### config.mk
export PLATFORM = sky130hd
export DESIGN_NAME = seg7_capture
export DESIGN_NICKNAME = d
export VERILOG_FILES = /design/src/rtl/seg7_capture.sv
export SDC_FILE = /design/constraint.sdc
export NUM_CORES = 1
export LEC_CHECK = 0
export BUFFER_PORTS_ARGS = -buffer_cell sky130_fd_sc_hd__buf_4
export CORE_ASPECT_RATIO = 1.25
export CORE_MARGIN = 2
export CORE_UTILIZATION = 62
export CTS_CLUSTER_SIZE = 20
export DETAILED_ROUTE_END_ITERATION = 12
export GPL_ROUTABILITY_DRIVEN = 1
export PLACE_DENSITY = 0.84
export SYNTH_ARGS = -nofsm -noshare
export SYNTH_HDL_FRONTEND = slang
export SYNTH_SLANG_ARGS = --single-unit
### constraint.sdc
create_clock -name clock -period 8.5 [get_ports clock]
set_clock_uncertainty 0.15 [all_clocks]
set_input_delay 2.55 -clock clock [delete_from_list [all_inputs] [get_ports clock]]
set_output_delay 2.55 -clock clock [all_outputs]
set_load 0.01 [all_outputs]
### src/rtl/seg7_capture.sv
// seg7_capture: samples a scanned 7-segment display, decodes each settled digit and publishes 4-digit frames.
// Optional SEG7_CAPTURE_ERRCNT_EN builds a saturating decode-error counter on err_count.
module seg7_capture #(
    parameter bit ACTIVE_LOW     = 1'b1,
    parameter int SETTLE_CYCLES  = 4,
    parameter int TIMEOUT_CYCLES = 65536
) (
    input  logic        clock,
    input  logic        reset,
    input  logic [7:0]  segment_in,
    input  logic [7:0]  digit_in,
    input  logic        clear_err,
    output logic [15:0] value_out,
    output logic [3:0]  dots_out,
    output logic        frame_valid,
    output logic        stale,
    output logic        decode_err,
    output logic [7:0]  err_count
);
    localparam int IW = $clog2(TIMEOUT_CYCLES + 1);
    localparam logic [7:0] SETTLE = 8'(SETTLE_CYCLES);

    logic [7:0]    r_seg_raw, r_dig_raw, r_cnt;
    logic [15:0]   r_prev, r_sh_val;
    logic [3:0]    r_seen, r_sh_dp;
    logic          r_armed;
    logic [IW-1:0] r_idle;

    logic [7:0]  w_seg, w_dig, w_cnt_nxt;
    logic [15:0] w_smp;
    logic [3:0]  w_nib;
    logic        w_legal, w_same, w_cap, w_hex, w_ok, w_err, w_full, w_tmo;

    function automatic logic [4:0] dec(input logic [6:0] s);
        case (s)
            7'h3F: dec = 5'h10;  7'h06: dec = 5'h11;  7'h5B: dec = 5'h12;  7'h4F: dec = 5'h13;
            7'h66: dec = 5'h14;  7'h6D: dec = 5'h15;  7'h7D: dec = 5'h16;  7'h07: dec = 5'h17;
            7'h7F: dec = 5'h18;  7'h6F: dec = 5'h19;  7'h77: dec = 5'h1A;  7'h7C: dec = 5'h1B;
            7'h39: dec = 5'h1C;  7'h5E: dec = 5'h1D;  7'h79: dec = 5'h1E;  7'h71: dec = 5'h1F;
            default: dec = 5'h00;
        endcase
    endfunction

    always_comb begin
        w_seg         = ACTIVE_LOW ? ~r_seg_raw : r_seg_raw;
        w_dig         = ACTIVE_LOW ? ~r_dig_raw : r_dig_raw;
        w_smp         = {w_seg, w_dig};
        w_legal       = (w_dig[7:4] == 4'h0) && $onehot(w_dig[3:0]);
        w_same        = w_smp == r_prev;
        w_cnt_nxt     = !w_legal ? 8'd0 : !w_same ? 8'd1 : (r_cnt == SETTLE) ? r_cnt : r_cnt + 8'd1;
        // armed only blocks while the pattern is unchanged
        w_cap         = w_legal && !(w_same && r_armed) && (w_cnt_nxt == SETTLE);
        {w_hex, w_nib} = dec(w_seg[6:0]);
        w_ok          = w_cap && w_hex;
        w_err         = w_cap && !w_hex;
        w_full        = r_seen == 4'hF;
        w_tmo         = r_idle == IW'(TIMEOUT_CYCLES - 1);
    end

    always_ff @(posedge clock) begin
        if (reset) begin
            r_seg_raw   <= {8{ACTIVE_LOW}};
            r_dig_raw   <= {8{ACTIVE_LOW}};
            r_prev      <= '0;
            r_cnt       <= '0;
            r_armed     <= 1'b0;
            r_idle      <= '0;
            r_seen      <= '0;
            r_sh_val    <= '0;
            r_sh_dp     <= '0;
            value_out   <= '0;
            dots_out    <= '0;
            frame_valid <= 1'b0;
            stale       <= 1'b1;
            decode_err  <= 1'b0;
        end else begin
            r_seg_raw   <= segment_in;
            r_dig_raw   <= digit_in;
            r_prev      <= w_smp;
            r_cnt       <= w_cnt_nxt;
            r_armed     <= w_legal && (w_cap || (w_same && r_armed));
            r_idle      <= w_cap ? '0 : w_tmo ? r_idle : r_idle + IW'(1);
            r_seen      <= ((w_full || w_tmo) ? 4'h0 : r_seen) | (w_ok ? w_dig[3:0] : 4'h0);
            frame_valid <= w_full;
            stale       <= w_tmo | (stale & ~w_full);
            decode_err  <= w_err | (decode_err & ~clear_err);
            if (w_full) begin
                value_out <= r_sh_val;
                dots_out  <= r_sh_dp;
            end
            for (int k = 0; k < 4; k++)
                if (w_ok && w_dig[k]) begin
                    r_sh_val[4*k +: 4] <= w_nib;
                    r_sh_dp[k]         <= w_seg[7];
                end
        end
    end

`ifdef SEG7_CAPTURE_ERRCNT_EN
    logic [7:0] r_err_cnt;
    always_ff @(posedge clock) begin
        if (reset)
            r_err_cnt <= '0;
        else if (clear_err)
            r_err_cnt <= {7'b0, w_err};
        else if (w_err && r_err_cnt != 8'hFF)
            r_err_cnt <= r_err_cnt + 8'd1;
    end
    assign err_count = r_err_cnt;
`else
    assign err_count = 8'h00;
`endif
endmodule

==> impl_metrics.tcl <==
set metrics [dict create \
    status "complete, no violations" \
    gr-usage-all-layers_pct 22.1 \
    cp_slowest_stage_delay_ps 600 \
    drtIter0Drc 167 \
    ys_seq_elements 105 \
    worst_pin_slew_ps 857 \
    synth_common_cells "dfxtp_1, nand2_1, nor2_1, a21oi_1, nand2b_1" \
    area_growth_pct 11.2 \
    cts_buffers 9 \
    io_buffers 41 \
    dieArea_sq_um 7870 \
    hold_class "reg2reg" \
    synth_top_area_share_pct 47.3 \
    crit_chain "buf_4, nand2b_1, nor2_1" \
    ios 50 \
    viasPerCell 5.38 \
    end_kind "flip-flop" \
    relSlewSlack_pct 42.7 \
    arrival_ps 3830 \
    async_flop_share_pct 0 \
    cp-start-kind "input pin" \
    synthDistinctLibCells 46 \
    synth_area_sq_um 4450 \
    clockBufferDepth 2 \
    p_leak_nw 1.87 \
    finalSetupViolCount 0 \
    diodes 0 \
    cts_resized 0 \
    wire_per_inst_um 13.0 \
    die_h_um 98.7 \
    max_cap_violations 0 \
    drv_slew 0 \
    grt_pass1_wl_um 13900 \
    fin_nets 551 \
    seq_area_sq_um 2100 \
    die_w_um 79.7 \
    synth_most_common_cell "dfxtp_1" \
    period_share_pct 44.0 \
    placement_rows 34 \
    initial_core_util_pct 64.1 \
    postCtsSetupBuffers 0 \
    multi_input_area_sq_um 2160 \
    grt_pass1_vias 3177 \
    dpl.hpwl_um 5690 \
    period_minus_slack_ps 3740 \
    clock_latency_ps 370 \
    grt_overflow 0 \
    synth.avg_cell_area_sq_um 8.89 \
    cts.clk_slew.worst_paths_ps 100 \
    routabilityCongestion 0.836 \
    yosysTopAreaCell "dfxtp_1" \
    fmax_mhz 267 \
    peakVddDrop_v 0.000168 \
    cp_max_fo 85 \
    worstSetupPathType "in2reg" \
    ant_nets 0 \
    drive_gt1_share_pct 15.8 \
    antenna_found_initial 0 \
    dr.pass1.iters 4 \
    worst-endpoint-required_ps 8590 \
    holdBufCountCts 0 \
    drt-total-wl_um 8080 \
    hold_viol 0 \
    synth_seq_area_share_pct 47.3 \
    coreArea_sq_um 6930 \
    grt_max_degree 86 \
    synth_area_leaders "dfxtp_1, nand2_1, mux2i_1, nor2_1, xnor2_1" \
    rsz0062_at_grt "false" \
    cts_sinks 105 \
    synth_ff_type "dfxtp_1" \
    tns_ps 0 \
    whs_ps 306 \
    synth_edf_count 0 \
    crit_path_top_delay_cell "nand2b_1" \
    p_per_area_nw_per_um2 177 \
    yosysWarningCount 0 \
    h-tree-depth 3 \
    fill_cells 522 \
    netlist_instances 500 \
    cts_tree "built" \
    route.detailed.drc 0 \
    cts-root-buf "clkbuf_8" \
    route.vias.total 3337 \
]
==> cell type report <==
class / count / share of cell area [%]
flip-flops and latches: 105 / 42.5
well taps: 90 / 2.28
multi-input cells: 355 / 43.7
clock inverters: 6 / 1.49
clock buffers: 10 / 2.78
repair buffers: 41 / 6.23
inverters: 13 / 0.987
==> metal layers <==
layer / global-route usage [%] / part of all wire (%)
met1: 26.3 / 43
met5: 0 / 0
met4: 6.91 / 1.5
met2: 38.8 / 52
met3: 5.49 / 3.4
==> where the power goes <==
part | leakage, nW | internal, mW | switching, mW
combinational | 0.913 | 0.0225 | 0.0217
clock | 0.107 | 0.148 | 0.170
sequential | 0.854 | 0.500 | 0.0122
total | 1.87 | 0.671 | 0.204
==> per-stage QoR <==
step	instances	area (sq um)	power [mW]	setup WS [ps]	utilization [%]
global route	620	4940	0.913	4620	71.3
floorplan	507	4470	0.557	4890	-
CTS	620	4940	0.882	4740	71.3
global placement	604	4730	0.566	4430	68.2
detailed placement	604	4730	0.568	4340	68.2
finish	620	4940	0.875	4760	71.3
==> sequential cells by signal, indices dropped and copies added, names as in the netlist, 4 cells and up <==
signal     flops
dots_out       4
r_seg_raw      8
r_idle        17
r_dig_raw      8
r_seen         4
value_out     16
r_cnt          8
r_sh_val      16
r_prev        16
r_sh_dp        4
==> cells in the final DEF, fill, tap and decap left out, drive strengths merged, types with 15 or more instances in the layout <==
master,count
dfxtp,105
nand2,57
inv,15
xnor2,22
nor2,55
or2,20
xor2,17
buf,41
nand2b,28
mux2i,21
a21oi,31
==> worst max-delay path, delay by kind of cell <==
family	cells	cell delay (ps)
AND/OR/NAND/NOR	2	710
buffers and inverters	1	520
==> kinds of logic (layout without fill, tap and decap cells) <==
logic type                 Yosys count  count (layout)  share of synthesized area, %
DFF                                105             105                          47.3
and+or+nand+nor                    225             225                          25.7
muxes                               21              21                          4.73
other                                1               8                        0.0844
xor gates and xnor gates            39              39                          7.68
AOI/OAI and AO/OA                   55              55                          7.66
buffers and inverters               47              70                          4.73
adders and majority gates            7               7                          2.14
==> final timing paths <==
path	depth (start not counted)	slack (ps)	end	startpoint
min	2	310	value_out[14]$_SDFFE_PP0P_	r_sh_val[14]$_SDFFE_PP0P_
max reg2reg	10	4940	r_sh_val[2]$_SDFFE_PP0P_	r_dig_raw[0]$_SDFF_PP1_
max	3	4760	r_idle[16]$_SDFFE_PP0N_	reset
min reg2reg	2	310	value_out[14]$_SDFFE_PP0P_	r_sh_val[14]$_SDFFE_PP0P_
Note: power is estimated with default switching activity, not from simulation.
